### config.mk
export PLATFORM = sky130hd
export DESIGN_NAME = div_unit
export DESIGN_NICKNAME = d
export VERILOG_FILES = /design/src/rtl/div_unit_pkg.sv /design/src/rtl/div_unit.sv
export SDC_FILE = /design/constraint.sdc
export NUM_CORES = 1
export LEC_CHECK = 0
export BUFFER_PORTS_ARGS = -buffer_cell sky130_fd_sc_hd__buf_2
export CORE_ASPECT_RATIO = 1.2
export CORE_MARGIN = 5
export CORE_UTILIZATION = 50
export CTS_CLUSTER_DIAMETER = 100
export CTS_CLUSTER_SIZE = 12
export DETAILED_ROUTE_END_ITERATION = 6
export PLACE_DENSITY = 0.83
export SLEW_MARGIN = 20
export SYNTH_ARGS = -nofsm -noshare
export SYNTH_HDL_FRONTEND = slang
export SYNTH_SLANG_ARGS = --single-unit
export TNS_END_PERCENT = 20
### constraint.sdc
create_clock -name clk -period 3.5 [get_ports clk]
set_clock_uncertainty 0.05 [all_clocks]
set_input_delay 0.7 -clock clk [delete_from_list [all_inputs] [get_ports clk]]
set_output_delay 0.7 -clock clk [all_outputs]
set_load 0.05 [all_outputs]
### src/rtl/div_unit_pkg.sv
// +--------------------------------------------------------------------+
// | div_unit_pkg : shared CPU defines used by the multi-cycle divider  |
// | Revision     : 1.0                                                 |
// +--------------------------------------------------------------------+
`default_nettype none

package div_unit_pkg;

  localparam int RegBus       = 32;
  localparam int DoubleRegBus = 64;

  localparam logic [RegBus-1:0] ZeroWord = 32'h0000_0000;

  localparam logic RstEnable         = 1'b1;
  localparam logic DivResultReady    = 1'b1;
  localparam logic DivResultNotReady = 1'b0;
  localparam logic DivStart          = 1'b1;
  localparam logic DivStop           = 1'b0;

  typedef enum logic [1:0] {
    DivFree   = 2'b00,
    DivByZero = 2'b01,
    DivOn     = 2'b10,
    DivEnd    = 2'b11
  } div_state_e;

  function automatic logic [RegBus-1:0] twos_neg(input logic [RegBus-1:0] v);
    return (~v) + 32'd1;
  endfunction

endpackage

`default_nettype wire

### src/rtl/div_unit.sv
// +--------------------------------------------------------------------+
// | div_unit : 32-iteration restoring divider for MIPS DIV/DIVU         |
// | Revision : 1.0                                                     |
// +--------------------------------------------------------------------+
`default_nettype none

module div_unit
  import div_unit_pkg::*;
(
  input  logic                    clk,
  input  logic                    rst,
  input  logic                    signed_div_i,
  input  logic [RegBus-1:0]       opdata1_i,
  input  logic [RegBus-1:0]       opdata2_i,
  input  logic                    start_i,
  input  logic                    annul_i,
  output logic [DoubleRegBus-1:0] result_o,
  output logic                    ready_o
);

  div_state_e r_state;
  div_state_e w_state_nxt;

  // r_work = {spare bit, partial remainder, dividend shifting out / quotient shifting in}
  logic [64:0]       r_work;
  logic [RegBus-1:0] r_divisor;
  logic [5:0]        r_cnt;
  logic              r_quot_neg;
  logic              r_rem_neg;

  logic              w_accept;
  logic [RegBus-1:0] w_op1_mag;
  logic [RegBus-1:0] w_op2_mag;
  logic [33:0]       w_shift;
  logic [33:0]       w_diff;
  logic              w_qbit;
  logic [32:0]       w_rem_nxt;
  logic [RegBus-1:0] w_quo_fix;
  logic [RegBus-1:0] w_rem_fix;

  assign w_accept  = (start_i == DivStart) && !annul_i;
  assign w_op1_mag = (signed_div_i && opdata1_i[31]) ? twos_neg(opdata1_i) : opdata1_i;
  assign w_op2_mag = (signed_div_i && opdata2_i[31]) ? twos_neg(opdata2_i) : opdata2_i;

  // The partial remainder stays below the divisor, so the shifted value is under
  // 2^33 and a 34-bit difference carries a reliable sign bit.
  assign w_shift   = {r_work[64:32], r_work[31]};
  assign w_diff    = w_shift - {2'b00, r_divisor};
  assign w_qbit    = ~w_diff[33];
  assign w_rem_nxt = w_qbit ? w_diff[32:0] : w_shift[32:0];

  assign w_quo_fix = r_quot_neg ? twos_neg(r_work[31:0])  : r_work[31:0];
  assign w_rem_fix = r_rem_neg  ? twos_neg(r_work[63:32]) : r_work[63:32];

  always_ff @(posedge clk) begin
    if (rst == RstEnable) begin
      r_state <= DivFree;
    end else begin
      r_state <= w_state_nxt;
    end
  end

  always_comb begin
    w_state_nxt = r_state;
    case (r_state)
      DivFree: begin
        if (w_accept) begin
          w_state_nxt = (opdata2_i == ZeroWord) ? DivByZero : DivOn;
        end
      end
      DivByZero: w_state_nxt = DivEnd;
      DivOn: begin
        if (annul_i) begin
          w_state_nxt = DivFree;
        end else if (r_cnt == 6'd31) begin
          w_state_nxt = DivEnd;
        end
      end
      DivEnd: begin
        if (start_i == DivStop) begin
          w_state_nxt = DivFree;
        end
      end
      default: w_state_nxt = DivFree;
    endcase
  end

  always_ff @(posedge clk) begin
    if (rst == RstEnable) begin
      r_work     <= '0;
      r_divisor  <= ZeroWord;
      r_cnt      <= 6'd0;
      r_quot_neg <= 1'b0;
      r_rem_neg  <= 1'b0;
      ready_o    <= DivResultNotReady;
      result_o   <= '0;
    end else begin
      case (r_state)
        DivFree: begin
          if (w_accept) begin
            r_work     <= (opdata2_i == ZeroWord) ? 65'd0 : {33'd0, w_op1_mag};
            r_divisor  <= w_op2_mag;
            r_cnt      <= 6'd0;
            r_quot_neg <= signed_div_i & (opdata1_i[31] ^ opdata2_i[31]);
            r_rem_neg  <= signed_div_i & opdata1_i[31];
          end
        end
        DivOn: begin
          if (!annul_i) begin
            r_work <= {w_rem_nxt, r_work[30:0], w_qbit};
            r_cnt  <= r_cnt + 6'd1;
          end
        end
        default: ;
      endcase

      // Sign correction is folded into the result register, so the result
      // only ever shows the corrected value while END holds.
      if (r_state == DivEnd && start_i == DivStart) begin
        ready_o  <= DivResultReady;
        result_o <= {w_rem_fix, w_quo_fix};
      end else begin
        ready_o  <= DivResultNotReady;
        result_o <= '0;
      end
    end
  end

endmodule

`default_nettype wire

Word level (Yosys, flattened, before mapping):

Cells that the tools add are included.

* multiplexer cells: 19
* equal/unequal tests: 8
* add/sub/neg operators: 6
* bitwise operators: 9
* reduce and logical (&&, ||, !) cells: 12

Operators with widths (number)
* 32-bit two-way mux: 5
* 65-bit two-way mux: 2
* 65-bit case mux with 2 select lines: 1
* 32-bit by 1-bit adder with 32-bit output (second input constant): 4
* 32-bit inverter: 4
* 34-bit by 32-bit subtractor with 34-bit output: 1
* 33-bit two-way mux: 1
* 32-bit logical NOT: 1
* 6-bit two-way mux: 2
* 6-bit case mux with 2 select lines: 1
* 2-bit two-way mux: 5
* 2-bit case mux with 4 select lines: 1
* 6-bit by 1-bit adder with 6-bit output (second input constant): 1
* 6-bit by 5-bit == test with 1-bit output (second input constant): 1
* 2-bit inequality test (second input constant): 3
* 3-bit AND reduction: 2
* 2-bit == test (second input constant): 2
* 1-bit logical AND: 4
* 3-bit inequality test (second input constant): 1
* 1-bit bitwise AND: 2
* 2-bit by 1-bit == test with 1-bit output (second input constant): 1
* 2-bit logical NOT: 1
* 1-bit inverter: 2
* 2-bit AND reduction: 1
* 5 further kinds: 5

* register bits: 172
* output and inout port bits: 65
* input bits: 69
* word-level logic and storage cells: 62

Longest topological paths before layout:

Gate-level depths: netlist of run 1.

* word-level depth: 6
* gate-level depth with buffers: 13
* depth with buffers taken out: 13

Worst setup path before layout of run 1:

No wires, ideal clock.

* path type: in2reg
* start point: input opdata1_i[5]
* end point: register r_work[30]
* stages on the path: 9
* library setup time: 0.132 ns
* arrival time: 2.965 ns
* slack: 0.354 ns
* cells stage by stage: or4_1 nor3_1 nand3_1 nor4_1 nand2_1 o31a_1 xor2_1 a221oi_1 nor3_1

* longest elaborated chain between the ends: 6

RTL lines
* start: declaration: RTL line div_unit.sv:13 `input logic [RegBus-1:0] opdata1_i,`
* 32-bit inverter: RTL line div_unit_pkg.sv:28 `return (~v) + 32'd1;`
* 32-bit by 1-bit adder with 32-bit output: RTL line div_unit_pkg.sv:28
* 32-bit two-way mux: RTL line div_unit.sv:42 `assign w_op1_mag = (signed_div_i && opdata1_i[31]) ? twos_neg(opdata1_i) : opdata1_i;`
* 32-bit two-way mux: RTL line div_unit.sv:101 `r_work <= (opdata2_i == ZeroWord) ? 65'd0 : {33'd0, w_op1_mag};`
* 65-bit two-way mux: RTL line div_unit.sv:100 `if (w_accept) begin`
* 65-bit case mux with 2 select lines: RTL line div_unit.sv:98 `case (r_state)`
* end signal: assignment: RTL line div_unit.sv:101
* end signal: assignment: RTL line div_unit.sv:110 `r_work <= {w_rem_nxt, r_work[30:0], w_qbit};`
* end: declaration: RTL line div_unit.sv:25 `logic [64:0] r_work;`

No other way between the ends. The select of a mux whose other input is x is not followed.
A chain may end at the register's enable or synchronous reset.

Final worst setup path of run 1:

* start point: register r_work[34]
* end point: register r_work[36]

* longest elaborated chain between the ends: 4

RTL lines
* 34-bit by 32-bit subtractor with 34-bit output: RTL line div_unit.sv:48 `assign w_diff = w_shift - {2'b00, r_divisor};`
* 33-bit two-way mux: RTL line div_unit.sv:50 `assign w_rem_nxt = w_qbit ? w_diff[32:0] : w_shift[32:0];`
* 65-bit two-way mux: RTL line div_unit.sv:109 `if (!annul_i) begin`
* 65-bit case mux with 2 select lines: RTL line div_unit.sv:98

No other way between the ends. The select of a mux whose other input is x is not followed.

==> results of run 1 <==
worst min path at each step:
stage / startpoint / to / slack, ps / depth (start not counted)
after detailed placement: r_divisor[22]$_SDFFE_PP0P_ / r_divisor[22]$_SDFFE_PP0P_ / 400 / 2
after floorplan: r_divisor[20]$_SDFFE_PP0P_ / r_divisor[20]$_SDFFE_PP0P_ / 380 / 2
final: r_divisor[22]$_SDFFE_PP0P_ / r_divisor[22]$_SDFFE_PP0P_ / 410 / 2
after global routing: r_divisor[22]$_SDFFE_PP0P_ / r_divisor[22]$_SDFFE_PP0P_ / 420 / 2
after CTS: r_divisor[22]$_SDFFE_PP0P_ / r_divisor[22]$_SDFFE_PP0P_ / 410 / 2
after global placement: r_divisor[22]$_SDFFE_PP0P_ / r_divisor[22]$_SDFFE_PP0P_ / 390 / 2
through the flow:
stage / setup TNS (ps) / instances
2_1_floorplan: 0 / 1261
3_3_place_gp: 0 / 1623
3_5_place_dp: 0 / 1623
4_1_cts: 0 / 1655
5_1_grt: -26.8 / 1659
6_report: 0 / 1659
cells by family after synthesis:
family | count (synthesis) | share of synthesized area
and+or+nand+nor | 422 | 0.193
adders and majority gates | 38 | 0.0479
AOI/OAI and AO/OA | 328 | 0.212
muxes | 29 | 0.0288
DFF | 172 | 0.342
xor gates and xnor gates | 148 | 0.129
buffers and inverters | 124 | 0.0472
worst max-delay path: stages, from the launching register on:
cell and delay, ps:
dfxtp_1 530, ha_1 360, a31oi_1 330, a211oi_1 160, o211ai_1 370, a31oi_2 200, a31oi_1 250, xnor2_2 210
buf_12 220, buf_4 190, mux2i_1 240, o21ai_0 110
final cells by class:
| type | instances | area [µm²] |
|---|---|---|
| tap | 265 | 332 |
| sequential | 172 | 3450 |
| antenna | 4 | 10.0 |
| clock inverter | 14 | 124 |
| timing repair buffer | 164 | 911 |
| inverter | 57 | 214 |
| fill | 1789 | 8360 |
| clock buffer | 18 | 439 |
| multi-input combinational | 965 | 6200 |
power by group through the flow:
stage | Sequential (µW) | Clock [µW] | Combinational, µW
2_1_floorplan | 2120 | 0 | 673
3_3_place_gp | 2150 | 0 | 880
3_5_place_dp | 2150 | 0 | 904
4_1_cts | 2110 | 1850 | 911
5_1_grt | 2120 | 1930 | 1020
6_report | 2110 | 1820 | 923
cell usage in the layout (no fill, tap or decap), types with 4 or more instances in the layout:
| cell type | n |
|---|---|
| inv_1 | 57 |
| or4_1 | 11 |
| inv_6 | 6 |
| nand2b_1 | 9 |
| and3_1 | 5 |
| nand2_1 | 111 |
| xor2_1 | 88 |
| a31oi_1 | 11 |
| o41ai_1 | 9 |
| o31ai_1 | 22 |
| o311ai_0 | 10 |
| a21oi_1 | 68 |
| ha_1 | 37 |
| nor2b_1 | 5 |
| nor4_1 | 6 |
| o211ai_1 | 8 |
| o21bai_1 | 4 |
| nor3_1 | 47 |
| dfxtp_1 | 170 |
| buf_4 | 30 |
| a211oi_1 | 32 |
| xnor2_1 | 59 |
| and2_1 | 8 |
| o21ai_0 | 88 |
| a311oi_1 | 4 |
| a221oi_1 | 21 |
| nor2_1 | 168 |
| a21boi_0 | 9 |
| diode_2 | 4 |
| nand3_1 | 14 |
| a21o_1 | 14 |
| buf_2 | 133 |
| mux2i_1 | 29 |
| or4_4 | 5 |
| nand4_1 | 6 |
| clkbuf_16 | 17 |
| a2bb2oi_1 | 6 |
| or3_1 | 13 |
per-layer routing:
layer,GRT usage,part of all wire,vias to the layer above
met5,0,0.0019,-
met2,0.386,0.48,338
met3,0.0613,0.075,85
met1,0.246,0.40,4279
li1,-,-,4704
met4,0.0987,0.036,10
flip-flops by register name, indices dropped and copies added, names as in the netlist:
name	cells
r_cnt	6
r_quot_neg	1
r_divisor	32
r_state	2
r_work	65
r_rem_neg	1
result_o	64
ready_o	1
==> metrics, run 1 <==
status finished, final reports clean; Power Density 416 nW/µm²; Yosys top cell by area dfxtp_1; post-cts hold buffer count 0; top_reg_cell synth dfxtp_1; via-per-instance ratio 5.68; Die Y 165 µm; antenna violations before repair 9; final worst slack 113 ps; Final period util 0.968; Post-synth top cells 172 x dfxtp_1, 169 x nor2_1, 111 x nand2_1; TritonRoute pass-1 iters 5; yosys warns 0; CTS Root Cell clkbuf_16; I/O pins 134; HP Class flip-flop to flip-flop; vias in the first global route 9070; post-synth top area share 0.342; unrepaired setup endpoints after global routing true; IO Port Bufs 133; drt total wl 25600 µm; CP Max Fanout 17; synthesized area per cell 7.99 µm²; combinational power share 0.190; Routed Antenna Nets 0; Yosys reg bits 172; worst path arrival time 3620 ps; Worst Hold Slack 406 ps; Max-Cap Viols 0; VDD IR max 0.000394 V; CTS tree yes; GRT Overall Usage 0.219; CORE AREA 20000 µm²; post-route DRC violation count 0; Layout area overhead 15.9%; Area after DPL 11100 µm²; worst slew pin tran 1080 ps; wire per inst 15.4 µm; CTS Buf Count 17; Seq pwr share 0.435; Clock Sinks 172; clk slew on worst S/H paths 70 ps; switching power 1480 µW; endpoints failing hold 0; worst slack at placement 124 ps; top cells by area, synth dfxtp_1 34%, xor2_1 7.7%, nor2_1 6.3%; die area 23100 µm²; routability congestion estimate 0.988; Switching Fraction 0.305; FF-to-FF End r_work[36]$_SDFFE_PP0P_; Setup CP Type flip-flop to flip-flop; clock network power share 0.375; register area share after synthesis 0.342; Post-CTS Setup Bufs 0; Synth cell types 61; Synth async-reset ratio 0; P_leak 0.00473 µW; design area 11700 µm²; Clock Latency Late Sink 440 ps; Post-synth EDFFs 0; most frequent cell after synthesis dfxtp_1; R2R depth 11; post-synthesis cell count 1261; row cnt 57; final-report setup violation count 0; Die Width 140 µm; Synth Net Count 1368; CP endpoint r_work[36]$_SDFFE_PP0P_; fin. max-slew vios 0; Pint 3370 µW; Final min period 3390 ps; detailed placer's ending HPWL 19100 µm; f_max 0.295 GHz; # resized after CTS 0; data required time of the critical path 3730 ps; Initial Util 0.503; pin count of the biggest net entering global routing 67; Clock Tree Buf Depth 2; grt total ovfl 0; vias post-DR 9416; Setup crit end kind flip-flop; CP Launch Point r_work[34]$_SDFFE_PP0P_; Pwr Total 4850 µW; Post-Syn Area 10100 µm²; Startpoint Class flip-flop; H-tree level count 4; Initial DRC Count 658; share of layout cells above drive strength 1 0.159; worst reg-to-reg setup slack 110 ps; final core utilization 0.583; Reg-to-Reg Start r_work[34]$_SDFFE_PP0P_; first-pass GRT wire length 42200 µm; fin nets 1484; Slew headroom 0.282
No activity file was read; power rests on OpenSTA's default activity.
==> inputs of run 2 (changes only) <==
--- a/config.mk
+++ b/config.mk
@@ -7,12 +7,13 @@
 export LEC_CHECK = 0
 export BUFFER_PORTS_ARGS = -buffer_cell sky130_fd_sc_hd__buf_2
 export CORE_ASPECT_RATIO = 1.2
-export CORE_MARGIN = 5
+export CORE_MARGIN = 4
 export CORE_UTILIZATION = 50
 export CTS_CLUSTER_DIAMETER = 100
 export CTS_CLUSTER_SIZE = 12
 export DETAILED_ROUTE_END_ITERATION = 6
 export PLACE_DENSITY = 0.83
+export SETUP_SLACK_MARGIN = 0.1
 export SLEW_MARGIN = 20
 export SYNTH_ARGS = -nofsm -noshare
 export SYNTH_HDL_FRONTEND = slang
==> metrics, run 2 (same netlist as run 1, synthesis figures left out) <==
Final period util 0.932 (-0.0357); Worst path slowest cell or4_4; routability congestion estimate 0.956 (-3.2%); combinational power share 0.186 (-0.004); Slew headroom 0.301 (+0.0188); CTS Buf Count 17 (unchanged); worst path arrival time 3520 ps (-100 ps); Startpoint Class flip-flop; die area 22500 µm² (-2.6%); most common cell after layout, fill and taps aside dfxtp_1; Initial Util 0.512 (+0.00898); Clock Tree Buf Depth 2 (unchanged); post-route DRC violation count 0 (unchanged); final-report setup violation count 0 (unchanged); fillcell total 1728 (-3.4%); CP bufs+invs 0 (-2); vias post-DR 9370 (-0.49%); Switching Fraction 0.306 (+0.000907); Routed Antenna Nets 0 (unchanged); cell family with most CP delay simple AND/OR/NAND/NOR gates; Top Registers r_work (65), result_o (64), r_divisor (32); antenna violations before repair 4 (-5); most frequent cells in the layout 171 x dfxtp_1, 168 x nor2_1, 133 x buf_2; wire per inst 15.5 µm (+0.19%); Final min period 3260 ps (-125 ps); fin. max-slew vios 0 (unchanged); Post-CTS Setup Bufs 0 (unchanged); Worst path max stage delay 460 ps (-70 ps); detailed placer's ending HPWL 19000 µm (-0.37%); CORE AREA 19700 µm² (-1.8%); Initial DRC Count 703 (+6.8%); Worst path depth 9 (-2); Cell Chain, Critical Path nor4_4 > nand3_1 > or4_4 > or4_4 > or4_4 > or3_4 > o31ai_1 > xor2_1 > nor2_1; fin nets 1481 (-0.20%); vias in the first global route 8951 (-1.3%); status finished, final reports clean; VDD IR max 0.000365 V (-7.4%); CP Max Fanout 7 (-10); unrepaired setup endpoints after global routing true; H-tree level count 4 (unchanged); clock network power share 0.388 (+0.013); Die Width 138 µm (-1.4%); IO Port Bufs 133 (unchanged); max reg flops 65 (unchanged); TritonRoute pass-1 iters 6 (+1); Pint 3440 µW (+2.0%); clk slew on worst S/H paths 70 ps (about the same); Setup crit end kind flip-flop; Area after DPL 11100 µm² (-0.25%); most used cell, CP or4_4; Clock Latency Late Sink 450 ps (about the same); share of layout cells above drive strength 1 0.158 (-0.00110); P_leak 0.00475 µW (+0.39%); TNS Setup 0 ps (unchanged); I/O pins 134 (unchanged); data required time of the critical path 3760 ps (+30 ps); via-per-instance ratio 5.68 (about the same); hold depth 2 (unchanged); grt total ovfl 0 (unchanged); f_max 0.307 GHz (+3.8%); first-pass GRT wire length 42100 µm (-0.26%); largest reg by FF count r_work; CTS tree yes; CTS Root Cell clkbuf_16; Layout area overhead 16.1%; HP Class flip-flop to flip-flop; switching power 1520 µW (+2.4%); design area 11700 µm² (+0.16%); Die Y 163 µm (-1.2%); Seq pwr share 0.425 (-0.010); endpoints failing hold 0 (unchanged); worst slew pin tran 1050 ps (-28.2 ps); Max-Cap Viols 0 (unchanged); drt total wl 25500 µm (-0.30%); GRT Overall Usage 0.230 (+0.0111); Clock Sinks 172 (unchanged); pin count of the biggest net entering global routing 67 (unchanged); Power Density 424 nW/µm² (+1.9%); row cnt 56 (-1.8%); Setup CP Type flip-flop to flip-flop; R2R depth 9 (-2)
[run 2: cell count changes in the layout (fill, tap and decap cells not counted), moves of 2 or more]
cell,previous run,this run
inv_8,3,7
clkinvlp_4,2,0
inv_6,6,2
buf_4,30,27
[run 2: path summary, 6_finish.rpt]
kind	from	to	slack, ps
worst min-delay path	r_divisor[22]$_SDFFE_PP0P_	r_divisor[22]$_SDFFE_PP0P_	420
worst min register to register	r_divisor[22]$_SDFFE_PP0P_	r_divisor[22]$_SDFFE_PP0P_	420
worst max-delay path	r_work[35]$_SDFFE_PP0P_	result_o[63]$_SDFF_PP0_	240
worst max register to register	r_work[35]$_SDFFE_PP0P_	result_o[63]$_SDFF_PP0_	240
[run 2: repair_timing]
action	4_1_cts	5_1_grt
hold buffers	0	0
endpoints found under the hold margin	0	0
endpoints found under the setup margin	0	33
resized for setup	0	7
[run 2: area by class of cell]
type | instances | area (µm²) | share of cell area
Multi-Input combinational cell | 965 | 6210 | 0.531
Sequential cell | 172 | 3440 | 0.295
Timing Repair Buffer | 161 | 888 | 0.0760
Clock buffer | 17 | 425 | 0.0364
Tap cell | 261 | 327 | 0.0279
Inverter | 57 | 214 | 0.0183
Clock inverter | 15 | 174 | 0.0149
Antenna cell | 3 | 7.51 | 0.000642
[run 2: stage by stage]
step                hold WS, ps  instances  total power (µW)  utilization  setup WS, ps
global route                454       1650              5190        0.594          82.7
finish                      417       1651              4960        0.594           238
detailed placement          404       1616              3050        0.562           191
CTS                         419       1648              4970        0.592           187
floorplan                   382       1261              2800            -           354
global placement            389       1616              3030        0.562           230
[run 2: layer usage]
| metal | wire length (µm) | track usage | vias up |
|---|---|---|---|
| met3 | 1940 | 0.0573 | 58 |
| met1 | 10600 | 0.279 | 4258 |
| met2 | 12100 | 0.380 | 353 |
| li1 | - | - | 4697 |
| met4 | 880 | 0.105 | 4 |
| met5 | 27 | 0 | - |
[run 2: power groups by stage]
stage	Combinational, µW	Sequential, µW	Clock [µW]
2_1_floorplan	673	2120	0
3_3_place_gp	887	2150	0
3_5_place_dp	905	2150	0
4_1_cts	911	2100	1950
5_1_grt	1030	2120	2040
6_report	924	2110	1930
[run 2: worst register-to-register path: stages (launching register included)]
cell and delay (ps):
dfxtp_2 370, nor4_4 380, nand3_1 160, or4_4 460
or4_4 460, or4_4 440, or3_4 360, o31ai_1 250
xor2_1 170, nor2_1 50
